==> src/rtl/reg_exec_unit.sv <==
// Multi-cycle execute/writeback stage: reads rs/rt from the register file, runs a
// single-cycle ALU op or a 32-step shift-add multiply, then issues one write strobe.
module reg_exec_unit #(
  parameter int DATA_W = 32,
  parameter int ADDR_W = 5
) (
  input  logic              clk,
  input  logic              Reset,
  input  logic              instr_valid,
  output logic              instr_ready,
  input  logic [31:0]       Instr,
  output logic [ADDR_W-1:0] Read_Reg_Num_1,
  output logic [ADDR_W-1:0] Read_Reg_Num_2,
  input  logic [DATA_W-1:0] Read_Data_1,
  input  logic [DATA_W-1:0] Read_Data_2,
  output logic [ADDR_W-1:0] Write_Reg_Num_1,
  output logic [DATA_W-1:0] Write_Data,
  output logic              RegWrite,
  output logic              busy,
  output logic              illegal
);

  typedef enum logic [1:0] {
    IDLE = 2'd0,
    READ = 2'd1,
    EXEC = 2'd2,
    WB   = 2'd3
  } state_t;

  localparam logic [5:0] F_ADD = 6'h20;
  localparam logic [5:0] F_SUB = 6'h22;
  localparam logic [5:0] F_AND = 6'h24;
  localparam logic [5:0] F_OR  = 6'h25;
  localparam logic [5:0] F_XOR = 6'h26;
  localparam logic [5:0] F_NOR = 6'h27;
  localparam logic [5:0] F_SLT = 6'h2A;
  localparam logic [5:0] F_SLL = 6'h00;
  localparam logic [5:0] F_SRL = 6'h02;
  localparam logic [5:0] F_SRA = 6'h03;
  localparam logic [5:0] F_MUL = 6'h18;

  state_t              state_r;
  logic [5:0]          opcode_r;
  logic [ADDR_W-1:0]   rd_r;
  logic [4:0]          shamt_r;
  logic [5:0]          funct_r;
  logic [DATA_W-1:0]   a_r;
  logic [DATA_W-1:0]   b_r;
  logic [DATA_W-1:0]   acc_r;
  logic [4:0]          cnt_r;

  logic                legal_s;
  logic                is_mul_s;
  logic [DATA_W-1:0]   alu_s;
  logic [DATA_W-1:0]   mul_step_s;
  logic [DATA_W-1:0]   acc_next_s;

  // Legal means opcode zero and a funct from the supported set.
  function automatic logic funct_known(input logic [5:0] funct);
    case (funct)
      F_ADD, F_SUB, F_AND, F_OR, F_XOR, F_NOR,
      F_SLT, F_SLL, F_SRL, F_SRA, F_MUL: funct_known = 1'b1;
      default:                           funct_known = 1'b0;
    endcase
  endfunction

  assign legal_s     = (opcode_r == 6'd0) && funct_known(funct_r);
  assign is_mul_s    = legal_s && (funct_r == F_MUL);
  assign instr_ready = (state_r == IDLE) && Reset;
  assign busy        = (state_r != IDLE);

  // Single-cycle ALU on the latched operands.
  always_comb begin
    alu_s = '0;
    case (funct_r)
      F_ADD:   alu_s = a_r + b_r;
      F_SUB:   alu_s = a_r - b_r;
      F_AND:   alu_s = a_r & b_r;
      F_OR:    alu_s = a_r | b_r;
      F_XOR:   alu_s = a_r ^ b_r;
      F_NOR:   alu_s = ~(a_r | b_r);
      F_SLT:   alu_s = {{(DATA_W-1){1'b0}}, ($signed(a_r) < $signed(b_r))};
      F_SLL:   alu_s = b_r << shamt_r;
      F_SRL:   alu_s = b_r >> shamt_r;
      F_SRA:   alu_s = DATA_W'($signed(b_r) >>> shamt_r);
      default: alu_s = '0;
    endcase
  end

  // One shift-add step of the multiplier, indexed by the iteration count.
  always_comb begin
    if (b_r[cnt_r]) begin
      mul_step_s = a_r << cnt_r;
    end else begin
      mul_step_s = '0;
    end
    acc_next_s = acc_r + mul_step_s;
  end

  // Control FSM with registered register-file and status outputs.
  always_ff @(posedge clk) begin
    if (!Reset) begin
      state_r         <= IDLE;
      opcode_r        <= 6'd0;
      rd_r            <= '0;
      shamt_r         <= 5'd0;
      funct_r         <= 6'd0;
      a_r             <= '0;
      b_r             <= '0;
      acc_r           <= '0;
      cnt_r           <= 5'd0;
      Read_Reg_Num_1  <= '0;
      Read_Reg_Num_2  <= '0;
      Write_Reg_Num_1 <= '0;
      Write_Data      <= '0;
      RegWrite        <= 1'b0;
      illegal         <= 1'b0;
    end else begin
      case (state_r)
        IDLE: begin
          RegWrite <= 1'b0;
          illegal  <= 1'b0;
          if (instr_valid) begin
            opcode_r       <= Instr[31:26];
            Read_Reg_Num_1 <= Instr[25:21];
            Read_Reg_Num_2 <= Instr[20:16];
            rd_r           <= Instr[15:11];
            shamt_r        <= Instr[10:6];
            funct_r        <= Instr[5:0];
            state_r        <= READ;
          end else begin
            state_r <= IDLE;
          end
        end
        READ: begin
          a_r     <= Read_Data_1;
          b_r     <= Read_Data_2;
          acc_r   <= '0;
          cnt_r   <= 5'd0;
          state_r <= EXEC;
        end
        EXEC: begin
          // MUL stays here for iterations 0..30; iteration 31 folds into the result.
          if (is_mul_s && (cnt_r != 5'd31)) begin
            acc_r <= acc_next_s;
            cnt_r <= cnt_r + 5'd1;
          end else begin
            state_r         <= WB;
            Write_Reg_Num_1 <= rd_r;
            if (legal_s) begin
              Write_Data <= is_mul_s ? acc_next_s : alu_s;
            end else begin
              Write_Data <= Write_Data;
            end
            RegWrite <= legal_s && (rd_r != '0);
            illegal  <= !legal_s;
          end
        end
        WB: begin
          RegWrite <= 1'b0;
          illegal  <= 1'b0;
          state_r  <= IDLE;
        end
        default: begin
          RegWrite <= 1'b0;
          illegal  <= 1'b0;
          state_r  <= IDLE;
        end
      endcase
    end
  end

endmodule

==> config.mk <==
export PLATFORM = sky130hd
export DESIGN_NAME = reg_exec_unit
export DESIGN_NICKNAME = d
export VERILOG_FILES = /design/src/rtl/reg_exec_unit.sv
export SDC_FILE = /design/constraint.sdc
export NUM_CORES = 1
export LEC_CHECK = 0
export CAP_MARGIN = 10
export CELL_PAD_IN_SITES_DETAIL_PLACEMENT = 2
export CELL_PAD_IN_SITES_GLOBAL_PLACEMENT = 2
export CORE_MARGIN = 5
export CORE_UTILIZATION = 38
export DETAILED_ROUTE_END_ITERATION = 10
export GPL_ROUTABILITY_DRIVEN = 0
export PLACE_DENSITY_LB_ADDON = 0.1
export SKIP_LAST_GASP = 1
export SLEW_MARGIN = 5
export SYNTH_ARGS = -nofsm -noshare
export SYNTH_HDL_FRONTEND = slang
export SYNTH_SLANG_ARGS = --single-unit
==> constraint.sdc <==
create_clock -name clk -period 10.35 [get_ports clk]
set_input_delay 1.5525 -clock clk [delete_from_list [all_inputs] [get_ports clk]]
set_output_delay 1.5525 -clock clk [all_outputs]
set_load 0.05 [all_outputs]
; Word-level counts from Yosys, hierarchy flattened
; Index checks and enable logic that the tools add are counted.
[word_totals]
latchBits = 0
regBits = 174
wordCells = 83
inputBits = 99
mem_count = 0
mem_bits_rw = 0
mem_bits_ro = 0
[classes]
n_lt_le_gt_ge = 2
addsub = 4
mux = 17
bitwise_logic = 5
div = 0
n_reduce_logical = 20
n_eq_ne = 16
n_shift = 4
multipliers = 0
[op_table]
columns = cell, count
row1 = case mux 32 bit (10 select lines), 1
row2 = 2-to-1 mux 32 bit, 3
row3 = adder 32 bit, 2
row4 = case mux 32 bit (2 select lines), 1
row5 = left shift 32 x 5 -> 32 bit, 2
row6 = equality test 6 bit (second input constant), 7
row7 = bitwise AND 32 bit, 1
row8 = < comparator 32 bit, 1
row9 = inverter 32 bit, 1
row10 = bitwise OR 32 bit, 1
row11 = right shift 32 x 5 -> 32 bit, 1
row12 = >>> shifter 32 x 5 -> 32 bit, 1
row13 = subtractor 32 bit, 1
row14 = bitwise XOR 32 bit, 1
row15 = equality test 6 x 2 -> 1 bit (second input constant), 2
row16 = logical NOT 6 bit, 2
row17 = OR reduction 11 bit, 1
row18 = case mux 5 bit (2 select lines), 1
row19 = case mux 2 bit (4 select lines), 1
row20 = AND reduction 2 bit, 4
row21 = equality test 6 x 5 -> 1 bit (second input constant), 1
row22 = < comparator 5 x 6 -> 1 bit (second input constant), 1
row23 = nonzero test 2 bit, 3
row24 = adder 5 x 1 -> 5 bit (second input constant), 1
row25 = 16 further kinds, 27

; Logic depth before layout (Yosys ltp)
[depth]
ltp_word = 8
ltp_mapped = 26

; Worst setup path after synthesis
; No wires, ideal clock.
[synth_timing]
path_type = reg2reg
start = reg cnt_r[0]
end = reg Write_Data[28]
slack_ns = 5.761
path_stages_with_launch = 22
setup_ns = 0.130
arrival_time_ns = 4.459
path_buffers = 3
synth_period_minus_slack_ns = 4.589
required_time_ns = 10.220
cell_sequence = dfxtp_1 buf_2 mux4_2 nand2_1 o21ai_0 nand3_1 o31a_1 and2_1 clkbuf_1 nor2_1 ha_1 clkbuf_1 o21ai_0 a211oi_1 a221o_1 a21oi_1 o31ai_1 a31oi_1 o21ai_0 xnor2_1 a2111oi_0 a21oi_1
[synth_between]
elab_chain_cells = 5
word_cells_on_any_way = 10
cone_classes = add/sub (1) / eq/ne (1) / shift (1) / mux (4) / bitwise (1) / reduce/logical (2)
[synth_lines]
columns = item, line
row1 = "start, declared", 50  ; logic [4:0] cnt_r;
row2 = "start signal, assigned", 146  ; cnt_r <= cnt_r + 5'd1;
row3 = binary-select mux 1 bit (select 5 bit), 92  ; if (b_r[cnt_r]) begin
row4 = 2-to-1 mux 1 bit (implied by the code), 92
row5 = 2-to-1 mux 32 bit, 92
row6 = adder 32 bit, 97  ; acc_next_s = acc_r + mul_step_s;
row7 = 2-to-1 mux 32 bit, 151  ; Write_Data <= is_mul_s ? acc_next_s : alu_s;
row8 = "end signal, assigned", 151
row9 = "end signal, assigned", 153  ; Write_Data <= Write_Data;
row10 = "end, declared", 17  ; output logic [DATA_W-1:0] Write_Data,
; Several ways; a longest one is shown, not always the timed one. The select of a mux whose other input is x is not followed.
; A chain may end at the register's enable or synchronous reset.

; Worst setup path after layout
; Same ends and word-level chain as after synthesis.

==> flow_summary.ini <==
[run_status]
status = complete, but fails checks
violations = capacitance limit, slew limit

[timing]
finalHoldViolations = 0
relSlewSlack_pct = -5.22
fin_crit_sh_pct = 58.1
slew_violations = 2
layout_setup_ws_ns = 4.34
setup_tns_ns = 0
setup_violations = 0
period_needed_ns = 6.01
skew_ns = 0.0207
worst_pin_slew_ns = 1.57
fmax_mhz = 166
rsz0062_at_grt = false

[global_route]
grt_pass1_vias = 21500
grt_pass1_wl_um = 140000
antenna_found_initial = 0
track_usage_pct = 34.0
grt_max_degree = 100
grt-ovfl-total = 0

[worst_setup_path]
cp.required_ns = 10.74
reg2reg_slack_ns = 4.34
crit_fanout = 39
crit_path_start_kind = flop
rr_worst_depth = 19
cp.arrival_ns = 6.40
setup.worst_path.end_class = flop
r2r_start = cnt_r[0]$_SDFFE_PN0P_
rr_endpoint = Write_Data[28]$_SDFFE_PN0P_
critical_path_class = reg2reg

[power]
p_seq_share_pct = 31.1
swShare_pct = 44.1
p_leak_nw = 7.75
vdd_drop_max_uv = 123
p_int_mw = 1.42
power_switching_mw = 1.12
powerDensity_mw_per_mm2 = 119
p_comb_share_pct = 41.0
clkPwrFrac_pct = 27.9

[hold_path]
hold_start = Read_Reg_Num_2[3]$_SDFFE_PN0P_
hold_end = Read_Reg_Num_2[3]$_SDFFE_PN0P_
whs_path_depth = 2
hp-class = reg2reg

[clock_tree]
cts-root-buf = clkbuf_16
cts_hold_buf = 0
postCtsSetupRepairBufs = 0
ctsResizeCount = 0
clk_latency_ns = 0.52
clkTransAtPathRegs_ns = 0.08
cts_sinks = 174
cts_inserted_buffers = 17
cts_max_path_buffers = 2
cts_tree = yes
htree_num_levels = 4

[synth]
post-synth-top-count-cell = nand2_1
synth-main-ff-cell = dfxtp_1
ys_warn_count = 0
synth_edf_count = 0
synth_top_area_cell = dfxtp_1
async_flop_share_pct = 0
syn_nets = 2743
ys_types = 88
synth.area.top_cells = dfxtp_1 (18%), mux2i_1 (10%), ha_1 (9.0%), a21oi_1 (5.5%), nand2_1 (5.2%)
ys_ff_latch = 174
synth_area_mm2 = 0.0188
synth_top_area_share_pct = 18.5
netlist_top_cells_count = nand2_1 (259), a21oi_1 (208), nor2_1 (198)
syn_area_per_cell_um2 = 7.52
syn_inst = 2505
ys_seq_area_share_pct = 18.5

[floorplanning]
core_area_mm2 = 0.0490
die_x_um = 233
ios = 150
initial_utilization_pct = 38.5
die_area_mm2 = 0.0541
row_count = 81
dieHeight_um = 233

[routing]
routed_wl_um = 93600
routed_wire_length_per_instance_um = 29.3
drt_iter0_markers = 1607
ant_nets = 0
drc = 0
vias = 20400
first_pass_iters = 6
vias_per_cell = 6.39

[placed_design]
dp_slack_ns = 4.59
hpwl_um = 71900
port_buffers = 149
post_dp_cell_area_mm2 = 0.0208

[layout]
insertedDiodeCount = 0
post-route-util_pct = 43.7
drive_gt1_share_pct = 6.72
area_delta_synth_final_pct = 13.6
final_area_mm2 = 0.0214
nets = 2753

[job]
drv_cap = 1
==> cell type report <==
type,count,area (um^2)
fillers,5619,27500
flip-flops and latches,174,3500
clock inverters,15,198
multi-input cells,2001,14100
inverters,126,473
repair buffers,195,1850
well taps,664,831
clock buffers,17,425
==> power by group through the flow <==
| stage | sequential (mW) | clock [mW] | combinational, mW |
|---|---|---|---|
| after detailed placement | 0.801 | 0 | 1.01 |
| after floorplan | 0.793 | 0 | 0.628 |
| after global placement | 0.797 | 0 | 0.979 |
| after global routing | 0.792 | 0.750 | 1.10 |
| final | 0.789 | 0.710 | 1.04 |
| after CTS | 0.786 | 0.728 | 1.02 |
==> kinds of logic after synthesis <==
family	count (synthesis)	synth area share (%)
AND/OR/NAND/NOR	742	18.5
XOR/XNOR	68	3.16
flip-flops	174	18.5
adder cells (fa/ha/maj)	139	9.35
AO/OA/AOI/OAI	805	27.8
multiplexers	247	15.9
buffers and inverters	330	6.83
==> worst max-delay path: stages, from the launching register on <==
cell and delay [ns]:
dfxtp_2 0.33, buf_4 0.44, mux4_2 0.57, nand2_1 0.08, o21ai_0 0.27, nand3_1 0.30
o31a_1 0.43, and2_1 0.46, nor2_1 0.11, ha_1 0.40, o21ai_0 0.36, a211oi_1 0.17
a221o_1 0.33, a21oi_1 0.16, o31ai_1 0.13, a31oi_1 0.35, o21ai_0 0.18, xnor2_1 0.19
a2111oi_0 0.45, a21oi_1 0.12
==> cells in the final DEF, fill, tap and decap left out, drive strengths merged, types with 19 or more instances in the layout <==
master,synthesis,layout
xnor2,52,52
a22oi,47,47
a211oi,59,59
nand2b,20,20
mux4,41,41
a21oi,209,209
nor2,198,198
dfxtp,174,174
ha,136,136
clkdlybuf4s50,0,148
buf,56,47
mux2i,193,193
inv,124,130
a2111oi,19,19
o211ai,27,27
nor2b,131,131
o21ai,195,195
nor3,36,36
a21boi,36,36
a21o,30,30
nand2,259,259
nand3,23,23
==> per-layer routing <==
layer / routed length (um) / up-vias / part of all wire, % / track usage [%]
met4: 3020 / 0 / 3.2 / 11.4
met1: 40000 / 10500 / 43 / 44.3
met3: 5640 / 137 / 6.0 / 4.71
li1: - / 9065 / - / -
met2: 45000 / 699 / 48 / 57.9
met5: 0 / - / 0 / 0
==> flip-flops by register name, indices dropped and copies added, names as in the netlist <==
name and cells:
opcode_r 6, Write_Reg_Num_1 5, state_r 2, a_r 32, rd_r 5, funct_r 6, acc_r 32, illegal 1
Read_Reg_Num_1 5, Write_Data 32, Read_Reg_Num_2 5, RegWrite 1, shamt_r 5, cnt_r 5, b_r 32
==> per-stage QoR <==
stage | instances | hold WS (ns) | total power, mW
after floorplan | 2505 | 0.443 | 1.42
after global placement | 3159 | 0.453 | 1.78
after detailed placement | 3159 | 0.465 | 1.81
after CTS | 3191 | 0.478 | 2.53
after global routing | 3192 | 0.502 | 2.65
final | 3192 | 0.471 | 2.54
==> how the worst max path moves through the flow <==
stage	slack, ns	to	startpoint
3_5_place_dp	4.59	Write_Data[28]$_SDFFE_PN0P_	cnt_r[0]$_SDFFE_PN0P_
3_3_place_gp	4.74	Write_Data[28]$_SDFFE_PN0P_	cnt_r[0]$_SDFFE_PN0P_
4_1_cts	4.50	Write_Data[28]$_SDFFE_PN0P_	cnt_r[0]$_SDFFE_PN0P_
6_report	4.34	Write_Data[28]$_SDFFE_PN0P_	cnt_r[0]$_SDFFE_PN0P_
2_1_floorplan	5.76	Write_Data[28]$_SDFFE_PN0P_	cnt_r[0]$_SDFFE_PN0P_
5_1_grt	4.02	Write_Data[28]$_SDFFE_PN0P_	cnt_r[0]$_SDFFE_PN0P_
No activity file was read; power rests on OpenSTA's default activity.
